$ cat src/rtl/fetch_arbiter.sv
// Round-robin arbiter sharing one program-memory read port among NUM_FETCHERS
// instruction fetchers; the winner's word is returned over a 4-phase handshake.
`timescale 1ns/1ps
module fetch_arbiter #(
    parameter int NUM_FETCHERS = 4,
    parameter int ADDR_WIDTH   = 16,
    parameter int DATA_WIDTH   = 16,
    parameter int ID_WIDTH     = 2
) (
    input  logic                               clk,
    input  logic                               rst_n,
    input  logic [NUM_FETCHERS-1:0]            req_valid,
    input  logic [NUM_FETCHERS*ADDR_WIDTH-1:0] req_addr,
    output logic [NUM_FETCHERS-1:0]            resp_valid,
    output logic [DATA_WIDTH-1:0]              resp_data,
    output logic                               mem_read_valid,
    output logic [ADDR_WIDTH-1:0]              mem_read_address,
    input  logic                               mem_read_ready,
    input  logic [DATA_WIDTH-1:0]              mem_read_data,
    output logic [ID_WIDTH-1:0]                grant_id,
    output logic                               busy
);
    typedef enum logic [1:0] {
        IDLE     = 2'd0,
        WAIT_MEM = 2'd1,
        RESPOND  = 2'd2
    } state_t;

    state_t                  state_r, state_s;
    logic [ID_WIDTH-1:0]     rr_ptr_r, rr_ptr_s;
    logic [ID_WIDTH-1:0]     grant_id_r, grant_id_s;
    logic [NUM_FETCHERS-1:0] resp_valid_r, resp_valid_s;
    logic [DATA_WIDTH-1:0]   resp_data_r, resp_data_s;
    logic                    mem_read_valid_r, mem_read_valid_s;
    logic [ADDR_WIDTH-1:0]   mem_read_address_r, mem_read_address_s;
    logic                    busy_r, busy_s;

    logic [ID_WIDTH-1:0]     winner_s;
    logic [ADDR_WIDTH-1:0]   win_addr_s;
    logic                    winner_found_s;
    logic [NUM_FETCHERS-1:0] grant_onehot_s;
    logic                    grant_req_s;

    assign winner_found_s = |req_valid;
    assign grant_onehot_s = {{(NUM_FETCHERS-1){1'b0}}, 1'b1} << grant_id_r;
    assign grant_req_s    = |(req_valid & grant_onehot_s);

    // Nearest requester at or after rr_ptr (with wrap) wins; its PC is muxed out
    always_comb begin
        int dist_s;
        int best_s;
        winner_s   = {ID_WIDTH{1'b0}};
        win_addr_s = {ADDR_WIDTH{1'b0}};
        best_s     = NUM_FETCHERS;
        dist_s     = 0;
        for (int j = 0; j < NUM_FETCHERS; j++) begin
            dist_s = j - int'(rr_ptr_r);
            if (dist_s < 0) begin
                dist_s = dist_s + NUM_FETCHERS;
            end else begin
                dist_s = dist_s;
            end
            if (req_valid[j] && (dist_s < best_s)) begin
                best_s     = dist_s;
                winner_s   = ID_WIDTH'(j);
                win_addr_s = req_addr[j*ADDR_WIDTH +: ADDR_WIDTH];
            end else begin
                best_s = best_s;
            end
        end
    end

    // Next-state and next-output logic
    always_comb begin
        state_s            = state_r;
        rr_ptr_s           = rr_ptr_r;
        grant_id_s         = grant_id_r;
        resp_valid_s       = resp_valid_r;
        resp_data_s        = resp_data_r;
        mem_read_valid_s   = mem_read_valid_r;
        mem_read_address_s = mem_read_address_r;
        busy_s             = busy_r;
        case (state_r)
            IDLE: begin
                if (winner_found_s) begin
                    grant_id_s         = winner_s;
                    mem_read_address_s = win_addr_s;
                    mem_read_valid_s   = 1'b1;
                    busy_s             = 1'b1;
                    state_s            = WAIT_MEM;
                end else begin
                    state_s = IDLE;
                end
            end
            WAIT_MEM: begin
                if (mem_read_ready) begin
                    resp_data_s      = mem_read_data;
                    resp_valid_s     = grant_onehot_s;
                    mem_read_valid_s = 1'b0;
                    state_s          = RESPOND;
                end else begin
                    state_s = WAIT_MEM;
                end
            end
            RESPOND: begin
                // Release once the winner acknowledges by dropping its request
                if (!grant_req_s) begin
                    resp_valid_s = {NUM_FETCHERS{1'b0}};
                    busy_s       = 1'b0;
                    state_s      = IDLE;
                    if (grant_id_r == ID_WIDTH'(NUM_FETCHERS-1)) begin
                        rr_ptr_s = {ID_WIDTH{1'b0}};
                    end else begin
                        rr_ptr_s = grant_id_r + ID_WIDTH'(1'b1);
                    end
                end else begin
                    state_s = RESPOND;
                end
            end
            default: begin
                state_s          = IDLE;
                resp_valid_s     = {NUM_FETCHERS{1'b0}};
                mem_read_valid_s = 1'b0;
                busy_s           = 1'b0;
            end
        endcase
    end

    // State and output registers
    always_ff @(posedge clk or negedge rst_n) begin
        if (!rst_n) begin
            state_r            <= IDLE;
            rr_ptr_r           <= {ID_WIDTH{1'b0}};
            grant_id_r         <= {ID_WIDTH{1'b0}};
            resp_valid_r       <= {NUM_FETCHERS{1'b0}};
            resp_data_r        <= {DATA_WIDTH{1'b0}};
            mem_read_valid_r   <= 1'b0;
            mem_read_address_r <= {ADDR_WIDTH{1'b0}};
            busy_r             <= 1'b0;
        end else begin
            state_r            <= state_s;
            rr_ptr_r           <= rr_ptr_s;
            grant_id_r         <= grant_id_s;
            resp_valid_r       <= resp_valid_s;
            resp_data_r        <= resp_data_s;
            mem_read_valid_r   <= mem_read_valid_s;
            mem_read_address_r <= mem_read_address_s;
            busy_r             <= busy_s;
        end
    end

    assign resp_valid       = resp_valid_r;
    assign resp_data        = resp_data_r;
    assign mem_read_valid   = mem_read_valid_r;
    assign mem_read_address = mem_read_address_r;
    assign grant_id         = grant_id_r;
    assign busy             = busy_r;

endmodule
$ cat config.mk
export PLATFORM = sky130hd
export DESIGN_NAME = fetch_arbiter
export DESIGN_NICKNAME = d
export VERILOG_FILES = /design/src/rtl/fetch_arbiter.sv
export SDC_FILE = /design/constraint.sdc
export NUM_CORES = 1
export LEC_CHECK = 0
export ABC_AREA = 0
export CORE_ASPECT_RATIO = 0.5
export CORE_MARGIN = 5
export CORE_UTILIZATION = 35
export DETAILED_ROUTE_END_ITERATION = 12
export DONT_BUFFER_PORTS = 1
export GPL_TIMING_DRIVEN = 0
export SLEW_MARGIN = 10
export SYNTH_ARGS = -nofsm -noshare
export SYNTH_HDL_FRONTEND = slang
export SYNTH_SLANG_ARGS = --single-unit
$ cat constraint.sdc
create_clock -name clk -period 4.2 [get_ports clk]
set_input_delay 0.63 -clock clk [delete_from_list [all_inputs] [get_ports clk]]
set_output_delay 0.63 -clock clk [all_outputs]
set_load 0.02 [all_outputs]
=== Word level (Yosys, flattened, before mapping) ===
Cells that the tools add are included.

* $lt $le $gt $ge: 8
* Shift operators: 1
* Bitwise gates (word level): 5
* Mux-type cells: 27
* Add/sub/neg operators: 9
* Equal/unequal tests: 6
* Reductions and logical operators: 13

{| class="wikitable"
|+ Operators with widths
! operator !! count
|-
| 32-bit two-way mux || 7
|-
| 32-bit less-than comparator || 3
|-
| 16-bit two-way mux || 4
|-
| 32-bit by 4-bit less-than comparator with 1-bit output (second input constant) || 1
|-
| 3-bit by 4-bit adder with 5-bit output (second input constant) || 4
|-
| 3-bit by 1-bit less-than comparator with 1-bit output (second input constant) || 4
|-
| 4-bit case mux with 3 select lines || 1
|-
| 2-bit two-way mux || 5
|-
| 3-bit AND reduction || 3
|-
| 4-bit two-way mux || 2
|-
| 4-bit OR reduction || 2
|-
| 2-bit inequality test (second input constant) || 3
|-
| 1-bit case mux with 3 select lines || 2
|-
| 2-bit case mux with 3 select lines || 1
|-
| 2-bit AND reduction || 3
|-
| 1-bit by 2-bit subtractor with 3-bit output (first input constant) || 2
|-
| 2-bit by 2-bit subtractor with 3-bit output (first input constant) || 2
|-
| 1-bit two-way mux || 5
|-
| 4-bit AND || 1
|-
| 2-bit == test (second input constant) || 2
|-
| 1-bit logical AND || 4
|-
| 1-bit NOT || 4
|-
| 1-bit by 2-bit << shifter with 4-bit output (first input constant) || 1
|-
| 2-bit by 1-bit adder with 2-bit output (second input constant) || 1
|-
| other kinds (2) || 2
|}

* Output and inout bits: 40
* Word-level logic and storage cells: 77
* Register bits after elaboration: 44
* Bits of input ports: 87

=== Longest topological paths before layout ===
Gate-level depths: netlist of run 1.

* Word-level depth: 15
* Gate-level depth with buffers: 18
* Depth with buffers taken out: 13

=== Worst setup path after synthesis of run 1 ===
OpenSTA, ideal clock, no wires.

* Kind: input to register
* From: input req_valid[1]
* To: register mem_read_address_r[10], in the netlist mem_read_address[10]
* Arrival: 3.288 ns
* Library setup time: 0.080 ns
* Data required time: 4.120 ns
* Stages: 16
* Buffers on the path: 4
* Slack: 0.832 ns
* Path through: buf_4 inv_2 mux2i_1 a21oi_1 ha_1 o22ai_1 o21ai_1 clkbuf_1 o21ai_0 ha_1 o32ai_1 and2_1 buf_2 buf_2 or4_4 o211ai_2

* Word-level cells in the longest chain between the ends: 8
* Elaborated cells between the ends (all ways): 12
* Classes of those cells: order compare: 2; mux: 5; reduce/logical: 5

{| class="wikitable"
|+ Ends and longest elaborated chain
! element !! RTL line !! source
|-
| start, declared || 12 || <nowiki>input logic [NUM_FETCHERS-1:0] req_valid,</nowiki>
|-
| 1-bit logical AND || 63 || <nowiki>if (req_valid[j] && (dist_s < best_s)) begin</nowiki>
|-
| 32-bit two-way mux || 63 ||
|-
| 32-bit less-than comparator || 63 ||
|-
| 1-bit logical AND || 63 ||
|-
| 32-bit two-way mux || 63 ||
|-
| 32-bit less-than comparator || 63 ||
|-
| 1-bit logical AND || 63 ||
|-
| 16-bit two-way mux || 63 ||
|-
| end signal, assigned || 138 || <nowiki>mem_read_address_r <= {ADDR_WIDTH{1'b0}};</nowiki>
|-
| end signal, assigned || 147 || <nowiki>mem_read_address_r <= mem_read_address_s;</nowiki>
|-
| end, declared || 35 || <nowiki>logic [ADDR_WIDTH-1:0] mem_read_address_r, mem_read_address_s;</nowiki>
|}

Parallel ways exist; a longest one is shown, timed or not.
A chain may end at the register's enable or synchronous reset.

=== Worst setup path after layout of run 1 ===
* From: register rr_ptr_r[1]
* To: register mem_read_address_r[9], in the netlist mem_read_address[9]

* Word-level cells in the longest chain between the ends: 15
* Elaborated cells between the ends (all ways): 31
* Classes of those cells: add/sub: 8; order compare: 8; mux: 11; reduce/logical: 4

{| class="wikitable"
|+ Ends and longest elaborated chain
! element !! RTL line !! source
|-
| start, declared || 30 || <nowiki>logic [ID_WIDTH-1:0] rr_ptr_r, rr_ptr_s;</nowiki>
|-
| start signal, assigned || 133 || <nowiki>rr_ptr_r <= {ID_WIDTH{1'b0}};</nowiki>
|-
| start signal, assigned || 142 || <nowiki>rr_ptr_r <= rr_ptr_s;</nowiki>
|-
| 1-bit by 2-bit subtractor with 3-bit output || 57 || <nowiki>dist_s = j - int'(rr_ptr_r);</nowiki>
|-
| 3-bit by 4-bit adder with 5-bit output / 3-bit by 1-bit less-than comparator with 1-bit output (equally long branches) || 59, 58 ||
|-
| 32-bit two-way mux || 58 || <nowiki>if (dist_s < 0) begin</nowiki>
|-
| 32-bit by 4-bit less-than comparator with 1-bit output || 63 ||
|-
| 1-bit logical AND || 63 ||
|-
| 32-bit two-way mux || 63 ||
|-
| 32-bit less-than comparator || 63 ||
|-
| 1-bit logical AND || 63 ||
|-
| 32-bit two-way mux || 63 ||
|-
| 32-bit less-than comparator || 63 ||
|-
| 1-bit logical AND || 63 ||
|-
| 32-bit two-way mux || 63 ||
|-
| 32-bit less-than comparator || 63 ||
|-
| 1-bit logical AND || 63 ||
|-
| 16-bit two-way mux (*) || 63 ||
|}

Mark *: on every way between the ends. The rest lies on a longest branch, timed or not.

==> results of run 1 <==
cell type report:
class	count	area, µm²
buffer	19	116.4
clock buffer	6	138.9
clock inverter	2	15.01
fill	709	4374
inverter	6	22.52
multi-input combinational	173	1324
sequential	44	1101
tap	96	120.1
stage by stage:
stage	area, µm²	cells	total power [W]	setup slack (ps)
floorplan	2564	242	0.001892	831.9
global placement	2684	338	0.002117	495.1
detailed placement	2684	338	0.002173	413.4
CTS	2838	346	0.002584	571.5
global route	2838	346	0.002748	243.9
finish	2838	346	0.002554	569.3
routing by layer:
metal | vias to the layer above | GRT usage [%] | wire (µm)
met1 | 953 | 20.22 | 2991
met3 | 13 | 7.105 | 697
met4 | 0 | 4.105 | 92
met2 | 77 | 25.28 | 3467
li1 | 924 | - | -
met5 | - | 0 | 0
critical path, cell delays in order (launching register included):
cell      delay [ps]
dfrtp_1          450
nand2b_4         190
nor3b_1          200
a21oi_1           90
ha_1             320
o22ai_1           90
o21ai_1          160
clkbuf_1         380
nand2_1           90
o21ai_0           90
ha_1             250
o32ai_1          100
and2_1           150
buf_2            170
buf_2            210
or4_4            540
o211ai_2          90
logic make-up (layout without fill, tap and decap cells):
group           after synthesis  after routing
compound gates               72             72
xor+xnor                      1              1
fa+ha+maj                     6              6
buf+inv                      25             33
flops                        44             44
mux                          19             19
simple gates                 75             75
flip-flops by register name (all words and copies together) (netlist names):
signal and flops:
mem_read_valid 1, rr_ptr_r 2, resp_data 16, resp_valid 4
grant_id 2, busy 1, state_r 2, mem_read_address 16
final timing paths:
| path | from | endpoint | slack, ps | depth (start not counted) |
|---|---|---|---|---|
| setup / recovery | rr_ptr_r[1] | mem_read_address[9] | 570 | 16 |
| hold / removal | rst_n | mem_read_address[1] | 30 | 0 |
| setup reg to reg | rr_ptr_r[1] | mem_read_address[9] | 570 | 16 |
| hold reg to reg | state_r[0] | busy | 650 | 1 |
| max in group asynchronous | rst_n | resp_data[4] | 4070 | 0 |
| min in group clk | mem_read_data[2] | resp_data[2] | 490 | 1 |
layout by cell type, fill, tap and decap left out, types with 3 or more instances in the layout:
cell and count:
or4_4 7, a22o_1 5, o211ai_1 9, clkbuf_1 7, nand2_1 36, a21oi_1 3
o211ai_2 7, dfrtp_1 44, inv_1 4, ha_1 6, or4_1 8, mux2_2 16
buf_2 6, clkbuf_16 5, buf_6 4, a221oi_1 16, o21ai_0 18, nor2_1 7
power groups by stage:
stage / Sequential [W] / Combinational, W / Clock [W]
4_1_cts: 0.00106 / 0.00111 / 0.000415
3_3_place_gp: 0.00106 / 0.00106 / 0
5_1_grt: 0.00108 / 0.00123 / 0.000436
3_5_place_dp: 0.00107 / 0.00111 / 0
2_1_floorplan: 0.000995 / 0.000897 / 0
6_report: 0.00105 / 0.00110 / 0.000403
==> impl_metrics.csv, run 1 <==
group,metric,value,unit
floorplan,rows,22,
global_routing,grt_pass1_wl,11.47,mm
yosys,syn_nets,335,
detailed_routing,wirelength,7.249,mm
final_layout,finalCoreUtilization,39.35,%
floorplan,die_y,70.52,µm
worst_setup_path,required,4410,ps
cts,clock_path_buffers,2,
yosys,yosysSeqAreaShare,42.95,%
power_and_ir_drop,p_int,0.001376,W
yosys,synth.avg_cell_area,10.59,µm²
floorplan,die_w,131.0,µm
job,cap_violations,0,
yosys,synthXorXnorAreaFrac,0.3416,%
cts,post_cts_resize_count,0,
floorplan,ioPinCount,127,
sta,hold_viol_final,0,
yosys,synth_top_family_by_area,"compound AO/OA/AOI/OAI gates",
placed_design,numPortBuffers,0,
cts,cts_inserted_buffers,5,
floorplan,core-area,0.007212,mm²
sta,drv_slew,0,
worst_setup_path,critPathLaunchType,"flop",
power_and_ir_drop,clkPwrFrac,15.8,%
yosys,ys.flop_type,"dfrtp_1",
power_and_ir_drop,ir_drop,0.0002619,V
yosys,muxShareOfSynthArea,8.297,%
yosys,yosys-top-cells-area,"dfrtp_1 (43%), mux2_2 (7.0%), a221oi_1 (5.5%)",
global_routing,grt-ovfl-total,0,
yosys,yosysMostFrequentCell,"dfrtp_1",
sta,fin_crit_sh,86.45,%
placed_design,hpwl,5.664,mm
yosys,synth_edf_count,0,
sta,fmax,275.4,MHz
global_routing,grt_usage,16.07,%
cts,cts.sinks,44,
sta,setup_viol,0,
yosys,ys_types,47,
final_layout,drive_gt1_share,25.20,%
yosys,synth_compound_area_share,22.65,%
worst_setup_path,arrival,3840,ps
cts,root_buffer,"clkbuf_16",
global_routing,grt_max_degree,45,
yosys,syn_inst,242,
floorplan,die_area,0.009241,mm²
yosys,ys_ff_latch,44,
detailed_routing,vias,1967,
cts,post-cts-setup-buffers,0,
yosys,synth.top_cells.by_count,"dfrtp_1 (44), nand2_1 (36), o21ai_0 (18)",
worst_setup_path,crit_fanout,10,
sta,period_minus_slack,3631,ps
sta,worst_pin_slew,563.6,ps
cts,path_clk_slew,70,ps
power_and_ir_drop,power_frac_seq,41.0,%
power_and_ir_drop,swShare,46.11,%
yosys,synth_top_area_share,42.95,%
cts,cts_hold_buf,0,
global_routing,grt_pass1_vias,2012,
cts,tritoncts,"done",
final_layout,nets,342,
yosys,syn-cell-area,0.002564,mm²
final_layout,n_antenna_cell,0,
yosys,async_reset_ff_share,100.0,%
power_and_ir_drop,p_switching,0.001178,W
sta,slew_headroom,62.43,%
yosys,yosys.area_share.simple,17.42,%
sta,setup_tns,0,ps
worst_hold_path,hp-class,"primary input to asynchronous set/reset pin",
status,status,"completed",
worst_setup_path,worstSetupEndpointType,"flop",
detailed_routing,remaining_drc_errors,0,
yosys,synthAdderAreaFrac,2.928,%
detailed_routing,drtIter0Drc,90,
sta,fin_hold_ws,31.44,ps
final_layout,synthToLayoutAreaGrowth,10.69,%
cts,htreeDepth,2,
detailed_routing,detail-route-antenna-nets,0,
power_and_ir_drop,combPwrFrac,43.2,%
yosys,ys_warn_count,0,
detailed_routing,wl_per_cell,20.95,µm
worst_setup_path,worst-setup-path-type,"flop to flop",
sta,clock_skew,5.809,ps
cts,worstSkewPairLatency,290,ps
global_routing,antenna_found_initial,0,
placed_design,gp_congestion,0.8580,
detailed_routing,first_pass_iters,4,
power_and_ir_drop,p_leak,1.139,nW
floorplan,start_util,35.55,%
sta,rsz0062_at_grt,"false",
power_and_ir_drop,power_density,900.0,mW/mm²
detailed_routing,avgViaCountPerCell,5.685,
yosys,synth_area_leader_cell,"dfrtp_1",
Note: power is estimated with default switching activity, not from simulation.
==> run 2, diff against run 1 <==
CORE_MARGIN = unset   (was 5)
CTS_BUF_LIST = sky130_fd_sc_hd__clkbuf_16   (was unset)
==> impl_metrics.csv, run 2 (synthesized netlist as in run 1, its figures left out) <==
group,metric,value,unit
status,status,"completed",
sta,fin_crit_sh,85.48,%
cts,clock_path_buffers,2,
worst_setup_path,worst-setup-path-type,"flop to flop",
worst_setup_path,required,4410,ps
floorplan,ioPinCount,127,
detailed_routing,drtIter0Drc,57,
global_routing,antenna_found_initial,0,
power_and_ir_drop,power_density,896.3,mW/mm²
floorplan,die_y,62.52,µm
detailed_routing,remaining_drc_errors,0,
final_layout,final_common_cell,"dfrtp_1",
final_layout,nets,342,
floorplan,die_w,123.0,µm
power_and_ir_drop,p_leak,1.136,nW
detailed_routing,detail-route-antenna-nets,0,
detailed_routing,first_pass_iters,4,
cts,htreeDepth,2,
sta,period_minus_slack,3590,ps
worst_setup_path,worstSetupEndpointType,"flop",
global_routing,grt_pass1_wl,10.36,mm
cts,cts_inserted_buffers,5,
floorplan,start_util,37.24,%
sta,slew_headroom,65.62,%
sta,setup_tns,0,ps
detailed_routing,vias,1987,
cts,path_clk_slew,60,ps
cts,cts_hold_buf,0,
detailed_routing,wirelength,6.673,mm
power_and_ir_drop,ir_drop,0.0002902,V
worst_setup_path,arrival,3800,ps
cts,post_cts_resize_count,0,
sta,setup_viol,0,
sta,clock_skew,2.763,ps
global_routing,grt_max_degree,45,
floorplan,rows,21,
final_layout,synthToLayoutAreaGrowth,9.858,%
floorplan,die_area,0.007692,mm²
power_and_ir_drop,p_total,0.002524,W
cts,tritoncts,"done",
detailed_routing,avgViaCountPerCell,5.827,
sta,hold_viol_final,0,
floorplan,core-area,0.006884,mm²
sta,worst_pin_slew,515.7,ps
placed_design,hpwl,5.139,mm
worst_hold_path,hp-class,"primary input to asynchronous set/reset pin",
global_routing,grt_pass1_vias,1943,
global_routing,grt-ovfl-total,0,
cts,cts.sinks,44,
worst_setup_path,crit_fanout,10,
worst_setup_path,critPathLaunchType,"flop",
placed_design,gp_congestion,0.7440,
global_routing,grt_usage,17.90,%
sta,drv_slew,0,
cts,root_buffer,"clkbuf_16",
final_layout,final_cell_mix,"dfrtp_1 (44), nand2_1 (36), o21ai_0 (18), mux2_2 (16), a221oi_1 (16)",
job,cap_violations,0,
final_layout,drive_gt1_share,24.90,%
cts,post-cts-setup-buffers,0,
sta,fmax,278.5,MHz
sta,rsz0062_at_grt,"false",
placed_design,numPortBuffers,0,
final_layout,n_antenna_cell,0,
detailed_routing,wl_per_cell,19.57,µm
cts,worstSkewPairLatency,280,ps
[run 2: cell types whose count changed in the layout (fill, tap and decap cells not counted)]
| cell | previous run | this run |
|---|---|---|
| clkbuf_8 | 1 | 0 |
| clkinv_2 | 0 | 1 |
| clkinvlp_4 | 2 | 1 |
[run 2: final timing paths]
| check | cells after the start | slack (ps) | to | start |
|---|---|---|---|---|
| max | 16 | 610 | mem_read_address[8] | rr_ptr_r[1] |
| min in group clk | 2 | 500 | mem_read_address[15] | req_addr[63] |
| min | 0 | 40 | mem_read_address[4] | rst_n |
| max reg2reg | 16 | 610 | mem_read_address[8] | rr_ptr_r[1] |
| max in group asynchronous | 0 | 4060 | resp_data[14] | rst_n |
| min reg2reg | 1 | 640 | busy | state_r[0] |
[run 2: layout make-up]
| type | instances | area, µm² |
|---|---|---|
| clock buffer | 5 | 125.1 |
| fill | 657 | 4068 |
| clock inverter | 2 | 12.51 |
| multi-input combinational | 173 | 1324 |
| inverter | 6 | 22.52 |
| buffer | 19 | 116.4 |
| sequential | 44 | 1101 |
| tap | 92 | 115.1 |
[run 2: critical path, stage by stage, from the launching register on]
cell and delay (ps):
dfrtp_1 440, nand2b_4 190, nor3b_1 200, a21oi_1 90
ha_1 300, o22ai_1 90, o21ai_1 160, clkbuf_1 350
nand2_1 90, o21ai_0 80, ha_1 240, o32ai_1 100
and2_1 160, buf_2 170, buf_2 210, or4_4 550
o211ai_2 80
[run 2: per-layer routing]
layer	global-route usage (%)	vias to the layer above	wire (µm)
met3	5.839	4	449
li1	-	923	-
met1	24.08	990	3131
met4	4.217	0	38
met5	0	-	0
met2	27.74	70	3055
[run 2: power breakdown]
part / total, W / internal, W / switching (W)
Sequential: 0.00104 / 0.000635 / 0.000404
Combinational: 0.00111 / 0.000504 / 0.000608
Clock: 0.000373 / 0.000216 / 0.000158
Total: 0.00252 / 0.00136 / 0.00117
[run 2: stage by stage]
| stage | utilization, % | instances | hold slack, ps | worst slack, ps | instance area [µm²] |
|---|---|---|---|---|---|
| 3_5_place_dp | 38.91 | 334 | 335.1 | 484.2 | 2679 |
| 3_3_place_gp | 38.91 | 334 | 335.2 | 513.8 | 2679 |
| 2_1_floorplan | - | 242 | 334.4 | 831.9 | 2564 |
| 6_report | 40.91 | 341 | 35.33 | 609.9 | 2816 |
| 4_1_cts | 40.91 | 341 | 28.59 | 663.8 | 2816 |
| 5_1_grt | 40.91 | 341 | 23.33 | 348.7 | 2816 |
